[src/rtl/product_accumulator_8bits_4bits.sv]
// rtl/product_accumulator_8bits_4bits.sv - accumulates 12-bit multiplier products (full or two-lane half mode) per vector
module product_accumulator_8bits_4bits #(
  parameter int C_WIDTH = 12,
  parameter int GUARD   = 8,
  parameter int CNT_W   = 8
) (
  input  logic                       clk,
  input  logic                       rst_n,
  input  logic [C_WIDTH-1:0]         C,
  input  logic                       A_sign,
  input  logic                       B_sign,
  input  logic                       HALF_1,
  input  logic                       in_valid,
  input  logic                       in_last,
  output logic                       in_ready,
  input  logic                       acc_clr,
  output logic [C_WIDTH+GUARD-1:0]   acc_out,
  output logic                       out_half,
  output logic [CNT_W-1:0]           out_count,
  output logic                       out_valid,
  input  logic                       out_ready
);

  localparam int ACC_W  = C_WIDTH + GUARD;
  localparam int HC     = C_WIDTH / 2;
  localparam int LANE_W = HC + GUARD / 2;

  typedef enum logic [1:0] {
    S_IDLE,
    S_ACC,
    S_DONE
  } state_t;

  state_t             state_q, state_d;
  logic [ACC_W-1:0]   acc_q, acc_d;
  logic [CNT_W-1:0]   count_q, count_d;
  logic               half_q, half_d;
  logic               out_valid_q, out_valid_d;

  logic               sgn;
  logic               beat;
  logic               fresh;
  logic               mode;
  logic [ACC_W-1:0]   ext_full;
  logic [ACC_W-1:0]   ext_half;
  logic [ACC_W-1:0]   base;
  logic [ACC_W-1:0]   sum;
  logic [LANE_W-1:0]  lane0_sum;
  logic [LANE_W-1:0]  lane1_sum;
  logic [CNT_W-1:0]   count_inc;

  // Only DONE can stall the input; it follows downstream readiness there.
  assign in_ready  = (state_q == S_DONE) ? out_ready : 1'b1;
  assign beat      = in_valid & in_ready;
  assign acc_out   = acc_q;
  assign out_half  = half_q;
  assign out_count = count_q;
  assign out_valid = out_valid_q;

  // Extend the beat, pick the base (zero for a new vector) and form the wrapped sum.
  always_comb begin
    sgn      = A_sign | B_sign;
    ext_full = {{GUARD{sgn & C[C_WIDTH-1]}}, C};
    ext_half = {{(GUARD/2){sgn & C[C_WIDTH-1]}}, C[C_WIDTH-1:HC],
                {(GUARD/2){sgn & C[HC-1]}}, C[HC-1:0]};
    // Any beat taken outside ACC starts a fresh vector and latches HALF_1.
    fresh     = (state_q != S_ACC);
    mode      = fresh ? HALF_1 : half_q;
    base      = fresh ? '0 : acc_q;
    lane0_sum = base[LANE_W-1:0] + ext_half[LANE_W-1:0];
    lane1_sum = base[ACC_W-1:LANE_W] + ext_half[ACC_W-1:LANE_W];
    sum       = mode ? {lane1_sum, lane0_sum} : (base + ext_full);
    count_inc = fresh ? CNT_W'(1) : ((&count_q) ? count_q : count_q + CNT_W'(1));
  end

  // Next-state and datapath update; acc_clr overrides everything.
  always_comb begin
    state_d = state_q;
    acc_d   = acc_q;
    count_d = count_q;
    half_d  = half_q;
    case (state_q)
      S_IDLE, S_ACC: begin
        if (beat) begin
          acc_d   = sum;
          count_d = count_inc;
          half_d  = mode;
          state_d = in_last ? S_DONE : S_ACC;
        end
      end
      S_DONE: begin
        if (out_ready) begin
          if (beat) begin
            acc_d   = sum;
            count_d = count_inc;
            half_d  = mode;
            state_d = in_last ? S_DONE : S_ACC;
          end else begin
            acc_d   = '0;
            count_d = '0;
            half_d  = 1'b0;
            state_d = S_IDLE;
          end
        end
      end
      default: begin
        state_d = S_IDLE;
        acc_d   = '0;
        count_d = '0;
        half_d  = 1'b0;
      end
    endcase
    if (acc_clr) begin
      state_d = S_IDLE;
      acc_d   = '0;
      count_d = '0;
      half_d  = 1'b0;
    end
    out_valid_d = (state_d == S_DONE);
  end

  // State and result registers.
  always_ff @(posedge clk or negedge rst_n) begin
    if (!rst_n) begin
      state_q     <= S_IDLE;
      acc_q       <= '0;
      count_q     <= '0;
      half_q      <= 1'b0;
      out_valid_q <= 1'b0;
    end else begin
      state_q     <= state_d;
      acc_q       <= acc_d;
      count_q     <= count_d;
      half_q      <= half_d;
      out_valid_q <= out_valid_d;
    end
  end

endmodule

[config.mk]
export PLATFORM = sky130hd
export DESIGN_NAME = product_accumulator_8bits_4bits
export DESIGN_NICKNAME = d
export VERILOG_FILES = /design/src/rtl/product_accumulator_8bits_4bits.sv
export SDC_FILE = /design/constraint.sdc
export NUM_CORES = 1
export LEC_CHECK = 0
export ABC_AREA = 1
export BUFFER_PORTS_ARGS = -buffer_cell sky130_fd_sc_hd__buf_2
export CELL_PAD_IN_SITES_DETAIL_PLACEMENT = 2
export CELL_PAD_IN_SITES_GLOBAL_PLACEMENT = 2
export CORE_ASPECT_RATIO = 0.5
export CORE_MARGIN = 10
export CORE_UTILIZATION = 25
export DETAILED_ROUTE_END_ITERATION = 8
export GPL_TIMING_DRIVEN = 0
export PLACE_DENSITY = 0.72
export SETUP_SLACK_MARGIN = 0.2
export SYNTH_ARGS = -nofsm -noshare
export SYNTH_HDL_FRONTEND = slang
export SYNTH_SLANG_ARGS = --single-unit
[constraint.sdc]
create_clock -name clk -period 4.89 [get_ports clk]
set_clock_uncertainty 0.1 [all_clocks]
set_input_delay 0.7335 -clock clk [delete_from_list [all_inputs] [get_ports clk]]
set_output_delay 0.7335 -clock clk [all_outputs]
set_load 0.03 [all_outputs]
# Yosys cells after proc, flatten, opt, wreduce, memory -nomap -nowiden
# Index checks and enable logic that the tools add are counted.
# word_totals
regBits	32
latchBits	0
mem_bits_rw	0
mem_bits_ro	0
in_bits	21
out_inout_bits	31
wordCells	50
mem_count	0
# classes
add_sub_neg	4
multipliers	0
n_div	0
order_cmp	0
eq_ne	6
shift	0
mux	27
bitwise	4
n_reduce_logical	4
# op_table
op	n
20-bit 2-to-1 mux	6
8-bit 2-to-1 mux	6
20-bit one-hot mux with 2 select lines	1
10-bit adder	2
20-bit adder	1
8-bit one-hot mux with 2 select lines	1
2-bit 2-to-1 mux	5
8-bit by 1-bit adder with 8-bit output (second input constant)	1
8-bit AND reduction	1
1-bit 2-to-1 mux	6
3-bit != test (second input constant)	2
2-bit == test (second input constant)	2
2-bit one-hot mux with 2 select lines	1
1-bit bitwise AND	3
2-bit by 1-bit == test with 1-bit output (second input constant)	1
2-bit logical NOT	1
2-bit by 1-bit != test with 1-bit output (second input constant)	1
1-bit one-hot mux with 2 select lines	1
2-bit AND reduction	1
2-bit OR reduction	1
1-bit OR	1

# Depth between registers and ports, before layout
# Gate-level depths: netlist (run 1).
# logic_depth
word_depth	8
ltp_mapped	19
depth_no_buf	17

# Worst setup path before layout (run 1)
# OpenSTA, ideal clock, no wires.
# synth_timing
path_kind	reg2reg
from	register state_q[1]
to	register acc_q[16], in the netlist acc_out[16]
setup_ns	0.117
arrival_ns	2.340
t_required_ns	4.673
path_slack_ns	2.333
stages_incl_launch_ff	20
path_buffers	2
synth_period_minus_slack_ns	2.557
cell_sequence	dfrtp_1 > inv_4 > nand2_2 > clkbuf_1 > nor2_1 > ha_1 > buf_2 > nand2_1 > nor2_1 > nand2_1 > nand3_1 > nand2_2 > nand2_1 > nand2_1 > nand3_1 > nand2_1 > nand2_1 > nand2_1 > nand3_1 > nand2_1
# synth_via
elab_chain_len	8
word_cells_on_any_way	20
cone_classes	add/sub: 2; eq/ne: 5; mux: 9; bitwise: 1; reduce/logical: 3
# synth_rtl
element	line	source
start, declared	34	state_t state_q, state_d;
start signal, assigned	131	state_q <= state_d;
2-bit by 1-bit != test with 1-bit output	67	fresh = (state_q != S_ACC);
20-bit 2-to-1 mux	69	base = fresh ? '0 : acc_q;
20-bit adder / 10-bit adder (equally long branches)	72, 71	
20-bit 2-to-1 mux	72	sum = mode ? {lane1_sum, lane0_sum} : (base + ext_full);
20-bit 2-to-1 mux	93	if (beat) begin
20-bit 2-to-1 mux	92	if (out_ready) begin
20-bit one-hot mux with 2 select lines	82	case (state_q)
20-bit 2-to-1 mux	113	if (acc_clr) begin
end signal, assigned	126	acc_q <= '0;
end signal, assigned	132	acc_q <= acc_d;
end, declared	35	logic [ACC_W-1:0] acc_q, acc_d;
# Parallel ways exist; a longest one is shown, timed or not. The select of a mux whose other input is x is not followed.
# A chain may end at the register's enable or synchronous reset.

# Worst setup path after layout (run 1)
# Same ends and word-level chain as after synthesis.

==> impl_metrics.json, run 1 <==
{
  "postPlaceCellArea_sq_um": 3820,
  "cp-end-kind": "register",
  "synthTopCellsByArea": "dfrtp_1 24%, nand2_1 16%, inv_1 9.1%",
  "cts_root_buf": "clkbuf_16",
  "drtIter0Drc": 152,
  "crit_fanout": 10,
  "fmax_mhz": 291,
  "ys_types": 47,
  "portBuffers": 51,
  "dr_total_vias": 3561,
  "hold_buffers": 0,
  "ys_warn_count": 0,
  "slew_headroom": 0.437,
  "postRouteAntennaNets": 0,
  "synth.most_common_cell": "nand2_1",
  "place_inst": 742,
  "setup_tns_ps": 0,
  "path_cells": "inv_4, nand2_2, clkbuf_1, nor2_1, ha_1, buf_2, nand2_1, nor2_1, nand2_1, nand3_1, nand2_2, nand2_1, nand2_1, nand3_1, nand2_1, nand2_1, nand2_1, nand3_1, nand2_1",
  "post_cts_resized": 0,
  "ys.flop_type": "dfrtp_1",
  "synthCells": 521,
  "grt_usage": 0.140,
  "finalCriticalPeriod_ps": 3430,
  "p_leak_nw": 2.20,
  "cp_data_arrival_time_ps": 3510,
  "gp_congestion": 0.842,
  "syn_to_final_growth_pct": 19.0,
  "cts_buffers": 5,
  "diodes": 0,
  "powerDensity_nw_per_um2": 239,
  "worst_pin_slew_ps": 845,
  "path_class": "register to register",
  "grt_pass1_vias": 3896,
  "postCtsSetupRepairBufs": 0,
  "synth_edf_count": 0,
  "ys_top_cells_by_count": "144 x nand2_1, 81 x inv_1, 49 x nor2_1",
  "regArea_sq_um": 801,
  "ios": 52,
  "critical-path-max-stage-delay_ps": 540,
  "synth-seq-cells": 32,
  "fin_nets": 625,
  "die_x_um": 184,
  "wl_per_cell_um": 17.0,
  "worstPathRequired_ps": 4970,
  "antenna_found_initial": 0,
  "cts_tree": "built",
  "grt-ovfl-total": 0,
  "setup_slack_ps": 1460,
  "cts_buffer_depth": 2,
  "drt_wl_total_mm": 12.8,
  "dieArea_sq_um": 18700,
  "viasPerCell": 4.75,
  "route.detailed.drc": 0,
  "setup-violations-final": 0,
  "fillers": 1599,
  "htreeDepth": 2,
  "synth_top_area_share": 0.239,
  "syn_area_sq_um": 3350,
  "hold_violations": 0,
  "grt_pass1_wl_mm": 20.9,
  "cts.clk_slew.worst_paths_ps": 60,
  "max-vdd-ir-drop_mv": 0.107,
  "multi_input_comb_area_sq_um": 2140,
  "syn_nets": 567,
  "fin_crit_sh": 0.702,
  "insertion_delay_ps": 290,
  "initial_utilization": 0.260,
  "drive_gt1_frac": 0.188,
  "rows": 29,
  "dpl.hpwl_mm": 10.3,
  "die_y_um": 102,
  "p_total_mw": 0.954,
  "rsz0062_at_grt": "false",
  "finalNonFillerCells": 750,
  "core_sq_um": 12900,
  "final_area_sq_um": 3980,
  "outcome": "finished clean",
  "worstHoldPathType": "register to register",
  "preCtsSetupSlack_ps": 1420,
  "critPathLaunchType": "register",
  "yosysSeqAreaShare": 0.239,
  "cp_slowest_cell": "clkbuf_1",
  "max-cap-violations": 0,
  "avgSynthCellArea_sq_um": 6.43,
  "yosysTopAreaCell": "dfrtp_1",
  "clkSinkCount": 32,
  "async_flop_share": 1.00,
  "critPathMostFrequentCell": "nand2_1",
  "grt_max_degree": 33,
  "dr.pass1.iters": 4,
  "drv_slew": 0
}
[state kept, by name, summed over array words and instances (netlist names)]
name       cells
state_q        2
acc_out       20
out_valid      1
out_count      8
out_half       1
[cells by family (layout without fill, tap and decap cells)]
family                     after synthesis  after routing  share of synthesized area
adders and majority gates               25             25                     0.0957
DFF                                     32             32                      0.239
and+or+nand+nor                        276            276                      0.378
xor gates and xnor gates                 8              8                     0.0209
AOI/OAI and AO/OA                       81             81                      0.143
buffers and inverters                   99            158                      0.123
[final timing paths]
check | startpoint | slack, ps | depth (start not counted) | to
max reg2reg | state_q[1]$_DFF_PN0_ | 1460 | 19 | acc_out[16]$_DFFE_PN0P_
max in group asynchronous | rst_n | 3700 | 1 | acc_out[12]$_DFFE_PN0P_
min | acc_out[18]$_DFFE_PN0P_ | 410 | 2 | acc_out[18]$_DFFE_PN0P_
max | state_q[1]$_DFF_PN0_ | 1460 | 19 | acc_out[16]$_DFFE_PN0P_
min reg2reg | acc_out[18]$_DFFE_PN0P_ | 410 | 2 | acc_out[18]$_DFFE_PN0P_
min in group asynchronous | rst_n | 450 | 1 | out_count[2]$_DFFE_PN0P_
[stage by stage]
step                hold WS [ps]  utilization
floorplan                    338            -
global placement             382        0.296
detailed placement           396        0.296
CTS                          410        0.309
global route                 436        0.309
finish                       409        0.309
[cell type report]
| cell class | instances | share of cell area |
|---|---|---|
| Timing Repair Buffer | 51 | 0.0641 |
| Inverter | 91 | 0.0883 |
| Tap cell | 170 | 0.0534 |
| Sequential cell | 32 | 0.201 |
| Buffer | 8 | 0.0151 |
| Clock inverter | 3 | 0.0107 |
| Clock buffer | 5 | 0.0314 |
| Multi-Input combinational cell | 390 | 0.536 |
[critical path, delay by kind of cell (launching register included)]
kind                     cells  cell delay [ps]
adder cells (fa/ha/maj)      1              290
buffers and inverters        3              830
flip-flops                   1              470
AND/OR/NAND/NOR             15             1630
[per-layer routing]
layer / global-route usage / vias to the layer above / wire length [um]
met5: 0 / - / 0
met2: 0.249 / 44 / 5920
met3: 0.0248 / 9 / 421
met4: 0.0169 / 0 / 78
met1: 0.179 / 1725 / 6360
li1: - / 1783 / -
[report_power, final]
group	internal, mW	total [mW]	switching, mW
Combinational	0.0825	0.277	0.195
Clock	0.240	0.379	0.139
Sequential	0.282	0.297	0.0152
[cell usage in the layout (no fill, tap or decap), drive strengths merged, types with 3 or more instances in the layout]
cell / n
inv: 90
clkbuf: 6
xor2: 5
o21bai: 3
dfrtp: 32
buf: 58
or2: 4
nor2: 57
ha: 24
a21oi: 34
nand3: 44
xnor2: 3
nor3: 5
o21ai: 31
nand4: 8
nand2: 153
o22ai: 4
(Power assumes the default switching activity.)
==> inputs of run 2 (changes only) <==
==> constraint.sdc (replaced) <==
create_clock -name clk -period 3.57 [get_ports clk]
set_clock_uncertainty 0.1 [all_clocks]
set_input_delay 0.5355 -clock clk [delete_from_list [all_inputs] [get_ports clk]]
set_output_delay 0.5355 -clock clk [all_outputs]
set_load 0.03 [all_outputs]
==> run 2 against run 1 <==
  * Register-to-register slack worse by 910 ps
  * Non-clock buffer count is the same
  * Clock power is 36% higher
  * Worst hold slack lost 160 ps
  * Cell count did not move
  * Utilization increased by 0.068 points
  * Global-route usage about the same
  * Wire length barely moved
  * Setup slack lost 910 ps
  * Count of clock-buffer cells in the layout is the same
  * Largest cell class unchanged
  * Highest routed layer unchanged
==> impl_metrics.json, run 2 (same netlist as run 1, synthesis figures left out) <==
{
  "reg2regPathDepth": 19,
  "rows": 29,
  "insertion_delay_ps": 280,
  "max-vdd-ir-drop_mv": 0.146,
  "die_y_um": 102,
  "grt-ovfl-total": 0,
  "final_area_sq_um": 3990,
  "power_frac_seq": 0.312,
  "gp_congestion": 0.842,
  "powerDensity_nw_per_um2": 327,
  "clkSinkCount": 32,
  "dpl.hpwl_mm": 10.3,
  "drive_gt1_frac": 0.190,
  "finalNonFillerCells": 750,
  "diodes": 0,
  "cts.clk_slew.worst_paths_ps": 60,
  "p_int_mw": 0.829,
  "antenna_found_initial": 0,
  "setup_tns_ps": 0,
  "viasPerCell": 4.74,
  "fin_nets": 625,
  "reg2reg_to": "acc_out[16]$_DFFE_PN0P_",
  "drv_slew": 0,
  "cts_root_buf": "clkbuf_16",
  "p_leak_nw": 2.20,
  "cp_data_arrival_time_ps": 3110,
  "final_common_cell": "nand2_1",
  "reg2reg_from": "state_q[1]$_DFF_PN0_",
  "dr_total_vias": 3552,
  "grt_pass1_vias": 3897,
  "reg2reg_slack_ps": 540,
  "cts_buffer_depth": 2,
  "hold_slack_ps": 251,
  "portBuffers": 51,
  "fmax_mhz": 330,
  "drt_wl_total_mm": 12.8,
  "rsz0062_at_grt": "false",
  "place_inst": 742,
  "initial_utilization": 0.260,
  "grt_pass1_wl_mm": 21.0,
  "worstHoldPathType": "input port to async pin",
  "setup-violations-final": 0,
  "grt_max_degree": 33,
  "max-cap-violations": 0,
  "worstPathRequired_ps": 3650,
  "finalCriticalPeriod_ps": 3030,
  "clkPwrFrac": 0.396,
  "power_switching_mw": 0.477,
  "critPathLaunchType": "register",
  "postRouteAntennaNets": 0,
  "die_x_um": 184,
  "outcome": "finished clean",
  "cp-end-kind": "register",
  "fin_crit_sh": 0.848,
  "worst_pin_slew_ps": 841,
  "p_sw_frac": 0.366,
  "dr.pass1.iters": 4,
  "crit_fanout": 10,
  "layout_common_cells": "144 x nand2_1, 81 x inv_1, 54 x buf_2, 49 x nor2_1, 40 x nand3_1",
  "syn_to_final_growth_pct": 19.2,
  "hold_violations": 0,
  "slew_headroom": 0.440,
  "route.detailed.drc": 0,
  "core_sq_um": 12900,
  "cts_tree": "built",
  "cts_buffers": 5,
  "wl_per_cell_um": 17.0,
  "dieArea_sq_um": 18700,
  "postPlaceCellArea_sq_um": 3820,
  "postCtsSetupRepairBufs": 0,
  "ios": 52,
  "grt_usage": 0.140,
  "htreeDepth": 2,
  "path_class": "register to register",
  "drtIter0Drc": 145,
  "combPwrFrac": 0.292,
  "largest_register_ffs": 20
}
-- run 2: cell counts in the layout (fill, tap and decap cells not counted) --
No cell type changed its count.
-- run 2: what timing repair did --
item,4_1_cts,5_1_grt
resized for setup,1,3
setup endpoints to repair,4,4
hold buffers,0,0
hold endpoints to repair,0,0
-- run 2: per-stage QoR --
step / util / setup slack [ps] / power, mW
global route: 0.310 / 244 / 1.39
floorplan: - / 1010 / 0.664
global placement: 0.296 / 191 / 0.788
CTS: 0.309 / 325 / 1.33
finish: 0.310 / 542 / 1.31
detailed placement: 0.296 / 102 / 0.798
-- run 2: critical path: stages, from the launching register on --
cell and delay (ps):
dfrtp_1 470, inv_4 120, nand2_4 190, clkbuf_4 280, nor2_1 60, ha_1 260
buf_2 180, nand2_1 90, nor2_1 100, nand2_1 50, nand3_1 180, nand2_2 130
nand2_1 170, nand2_1 80, nand3_1 80, nand2_1 80, nand2_1 90, nand2_1 50
nand3_1 100, nand2_1 60
-- run 2: final cells by class --
class	count	area (sq um)
buffer	8	63.8
clock buffer	5	125
clock inverter	3	42.5
fill	1596	8890
inverter	91	352
multi-input combinational	390	2140
sequential	32	801
tap	170	213
timing repair buffer	51	255
-- run 2: power by group through the flow --
stage | Clock [mW] | Combinational [mW] | Sequential [mW]
after global routing | 0.550 | 0.429 | 0.410
after floorplan | 0 | 0.210 | 0.454
after detailed placement | 0 | 0.385 | 0.413
after global placement | 0 | 0.376 | 0.412
final | 0.517 | 0.382 | 0.407
after CTS | 0.533 | 0.388 | 0.407
-- run 2: layer usage --
metal / global-route usage / vias up / routed length (um)
met2: 0.249 / 45 / 5920
met3: 0.0248 / 5 / 419
met4: 0.0169 / 0 / 59
met5: 0 / - / 0
li1: - / 1784 / -
met1: 0.179 / 1718 / 6370
-- run 2: worst max-delay path by stage --
stage	startpoint	to	slack (ps)	cells after the start
6_report	state_q[1]$_DFF_PN0_	acc_out[16]$_DFFE_PN0P_	540	19
5_1_grt	state_q[1]$_DFF_PN0_	acc_out[16]$_DFFE_PN0P_	240	19
4_1_cts	state_q[1]$_DFF_PN0_	acc_out[16]$_DFFE_PN0P_	320	19
3_5_place_dp	state_q[1]$_DFF_PN0_	acc_out[16]$_DFFE_PN0P_	100	19
3_3_place_gp	state_q[1]$_DFF_PN0_	acc_out[14]$_DFFE_PN0P_	190	17
2_1_floorplan	state_q[1]$_DFF_PN0_	acc_out[16]$_DFFE_PN0P_	1010	19
==> inputs of run 3 (changes only) <==
--- a/config.mk
+++ b/config.mk
@@ -5,7 +5,7 @@
 export SDC_FILE = /design/constraint.sdc
 export NUM_CORES = 1
 export LEC_CHECK = 0
-export ABC_AREA = 1
+export ABC_AREA = 0
 export BUFFER_PORTS_ARGS = -buffer_cell sky130_fd_sc_hd__buf_2
 export CELL_PAD_IN_SITES_DETAIL_PLACEMENT = 2
 export CELL_PAD_IN_SITES_GLOBAL_PLACEMENT = 2
@@ -14,7 +14,7 @@
 export CORE_UTILIZATION = 25
 export DETAILED_ROUTE_END_ITERATION = 8
 export GPL_TIMING_DRIVEN = 0
-export PLACE_DENSITY = 0.72
+export PLACE_DENSITY = 0.68
 export SETUP_SLACK_MARGIN = 0.2
 export SYNTH_ARGS = -nofsm -noshare
 export SYNTH_HDL_FRONTEND = slang
==> constraint.sdc (replaced) <==
create_clock -name clk -period 3.1 [get_ports clk]
set_clock_uncertainty 0.1 [all_clocks]
set_input_delay 0.465 -clock clk [delete_from_list [all_inputs] [get_ports clk]]
set_output_delay 0.465 -clock clk [all_outputs]
set_load 0.03 [all_outputs]
==> run 3 against run 2 <==
  * The run now ends with negative setup slack left
  * Synthesized cell count is 31% lower
  * Sequential share of layout area is 1.8 points lower
  * Worst hold slack worse by 81 ps
  * Count of clock-buffer cells in the layout stayed put
  * Fmax is 8.0% lower
  * Register-to-register slack worse by 730 ps
  * Global-route usage is 0.41 points higher
  * Design area is 10% higher
  * Clock power is 16% higher
  * Critical path type unchanged
  * Critical endpoint is now acc_out[18]$_DFFE_PN0P_
==> impl_metrics.json, run 3 <==
{
  "max-cap-violations": 0,
  "syn_area_sq_um": 3030,
  "antenna_found_initial": 0,
  "gr-usage-met1": 0.191,
  "grt_pass1_wl_mm": 20.0,
  "hold_violations": 0,
  "wl_per_cell_um": 21.3,
  "final_util": 0.371,
  "max-vdd-ir-drop_mv": 0.259,
  "ys_warn_count": 0,
  "multi_input_comb_area_sq_um": 2540,
  "path_class": "register to register",
  "crit_family": "simple AND/OR/NAND/NOR gates",
  "insertion_delay_ps": 290,
  "hold_buffers": 0,
  "avgSynthCellArea_sq_um": 8.41,
  "syn_nets": 406,
  "synthTopCellsByArea": "dfrtp_1 26%, ha_1 9.9%, xor2_1 4.9%",
  "syn_to_final_growth_pct": 45.2,
  "cts_root_buf": "clkbuf_16",
  "drt_wl_total_mm": 13.1,
  "drv_slew": 0,
  "cts_buffers": 5,
  "die_x_um": 176,
  "core_sq_um": 11800,
  "initial_utilization": 0.256,
  "slew_headroom": 0.404,
  "gp_congestion": 0.782,
  "postRouteAntennaNets": 0,
  "layout_common_cells": "51 x buf_2, 31 x dfrtp_1, 29 x nor2_1, 25 x nand2_1, 24 x buf_4",
  "fin_crit_sh": 1.06,
  "p_leak_nw": 2.02,
  "final_common_cell": "buf_2",
  "rsz0062_at_grt": "true",
  "grt_busiest_layer": "met2",
  "cp_slowest_cell": "or4_1",
  "setup.worst_path.start": "state_q[0]$_DFF_PN0_",
  "synth_top_family_by_area": "compound AO/OA/AOI/OAI gates",
  "synth-compound-area-share": 0.262,
  "crit_buf_inv": 2,
  "synth_edf_count": 0,
  "cts_buffer_depth": 2,
  "htreeDepth": 2,
  "cp-end-kind": "register",
  "async_flop_share": 1.00,
  "fmax_mhz": 304,
  "met3_usage": 0.0269,
  "ys_types": 60,
  "grt_pass1_vias": 3550,
  "setup-violations-final": 8,
  "yosysSeqAreaShare": 0.264,
  "grt-ovfl-total": 0,
  "drive_gt1_frac": 0.356,
  "grt_use_met2": 0.239,
  "fillers": 1364,
  "yosysTopAreaCell": "dfrtp_1",
  "synthMuxAreaShare": 0.0202,
  "regArea_sq_um": 802,
  "finalCriticalPeriod_ps": 3290,
  "clkSinkCount": 32,
  "worst_pin_slew_ps": 869,
  "fin_nets": 495,
  "worstHoldPathType": "input port to async pin",
  "rows": 28,
  "synth_top_area_share": 0.264,
  "viasPerCell": 5.25,
  "cp_data_arrival_time_ps": 3370,
  "dr.pass1.iters": 4,
  "synthCells": 360,
  "yosys.area_share.simple": 0.223,
  "synthXorXnorAreaFrac": 0.0897,
  "drtIter0Drc": 144,
  "ys_top_cells_by_count": "33 x nor2_1, 32 x dfrtp_1, 26 x nand2_1",
  "dr_total_vias": 3231,
  "dieArea_sq_um": 17200,
  "critPathLaunchType": "register",
  "largest_register_ffs": 20,
  "cts.clk_slew.worst_paths_ps": 60,
  "cts_tree": "built",
  "setup_tns_ps": -538,
  "path_cells": "nor2b_4, clkbuf_16, clkbuf_16, and2_1, ha_1, and2_4, a221o_1, a221o_1, or4_1, a32o_1",
  "worstPathRequired_ps": 3170,
  "crit_fanout": 8,
  "die_y_um": 97.8,
  "synth-seq-cells": 32,
  "route.detailed.drc": 0,
  "critical-path-max-stage-delay_ps": 510,
  "reg2reg_from": "state_q[0]$_DFF_PN0_",
  "portBuffers": 50,
  "setup_slack_ps": -193,
  "synthAdderAreaFrac": 0.112,
  "grt_usage": 0.144,
  "diodes": 0,
  "failed_checks": "negative setup slack",
  "outcome": "finished, violations left",
  "dpl.hpwl_mm": 8.80,
  "ys.flop_type": "dfrtp_1",
  "powerDensity_nw_per_um2": 359,
  "grt_max_degree": 33,
  "ios": 52,
  "synth.most_common_cell": "nor2_1"
}
run 3: cell types whose count changed after synthesis, sizes merged, moves of 10 or more:
| cell | delta |
|---|---|
| xnor2 | +11 |
| o21ai | -10 |
| nor2 | -24 |
| and2 | +21 |
| nand3 | -38 |
| inv | -84 |
| clkbuf | +13 |
| nand2 | -127 |
| a22o | +11 |
| a21oi | -14 |
| xor2 | +12 |
run 3: worst paths after layout:
kind / depth (start not counted) / to / slack (ps)
worst max-delay path: 10 / acc_out[18]$_DFFE_PN0P_ / -190
worst max register to register: 10 / acc_out[18]$_DFFE_PN0P_ / -190
worst min-delay path: 1 / acc_out[4]$_DFFE_PN0P_ / 170
max in group asynchronous: 1 / state_q[1]$_DFF_PN0_ / 2130
min in group clk: 2 / state_q[0]$_DFF_PN0_ / 330
worst min register to register: 1 / acc_out[18]$_DFFE_PN0P_ / 410
run 3: kinds of logic (layout without fill, tap and decap cells):
kind of cell	count (synthesis)	in the layout
simple gates	129	129
compound gates	113	113
flops	32	32
xor+xnor	31	31
fa+ha+maj	27	27
buf+inv	22	112
mux	6	6
run 3: stage by stage:
step | hold slack (ps) | cell area [sq um] | cells | worst slack (ps) | total power, mW
finish | 170 | 4400 | 615 | -193 | 1.58
detailed placement | 400 | 3570 | 575 | -407 | 0.883
CTS | 205 | 4190 | 604 | -228 | 1.56
global route | 245 | 4400 | 615 | -243 | 1.66
floorplan | 69.4 | 3110 | 360 | -29.9 | 0.741
global placement | 402 | 3570 | 575 | -459 | 0.877
run 3: repair_timing:
item,CTS,global route
setup buffers,21,11
gates resized for setup,56,25
endpoints found under the setup margin,18,20
pin swaps,35,35
run 3: routing by layer:
| metal | vias up | part of all wire |
|---|---|---|
| met2 | 47 | 0.47 |
| met4 | 0 | 0.0091 |
| li1 | 1528 | - |
| met1 | 1650 | 0.48 |
| met3 | 6 | 0.032 |
| met5 | - | 0 |
run 3: cell type report:
class,instances,area share
Multi-Input combinational cell,306,0.579
Clock inverter,3,0.00967
Inverter,6,0.00512
Clock buffer,5,0.0284
Buffer,16,0.0276
Timing Repair Buffer,82,0.121
Tap cell,165,0.0469
Sequential cell,32,0.182
run 3: power breakdown:
group | internal [mW] | leakage, nW | switching, mW
sequential | 0.444 | 0.431 | 0.0245
clock | 0.378 | 0.0798 | 0.222
combinational | 0.205 | 1.51 | 0.305
total | 1.03 | 2.02 | 0.551
run 3: worst register-to-register path, stage by stage, from the launching register on:
cell       delay [ps]
dfrtp_1           390
nor2b_4           150
clkbuf_16         150
clkbuf_16         160
and2_1            180
ha_1              410
and2_4            210
a221o_1           320
a221o_1           340
or4_1             510
a32o_1            250
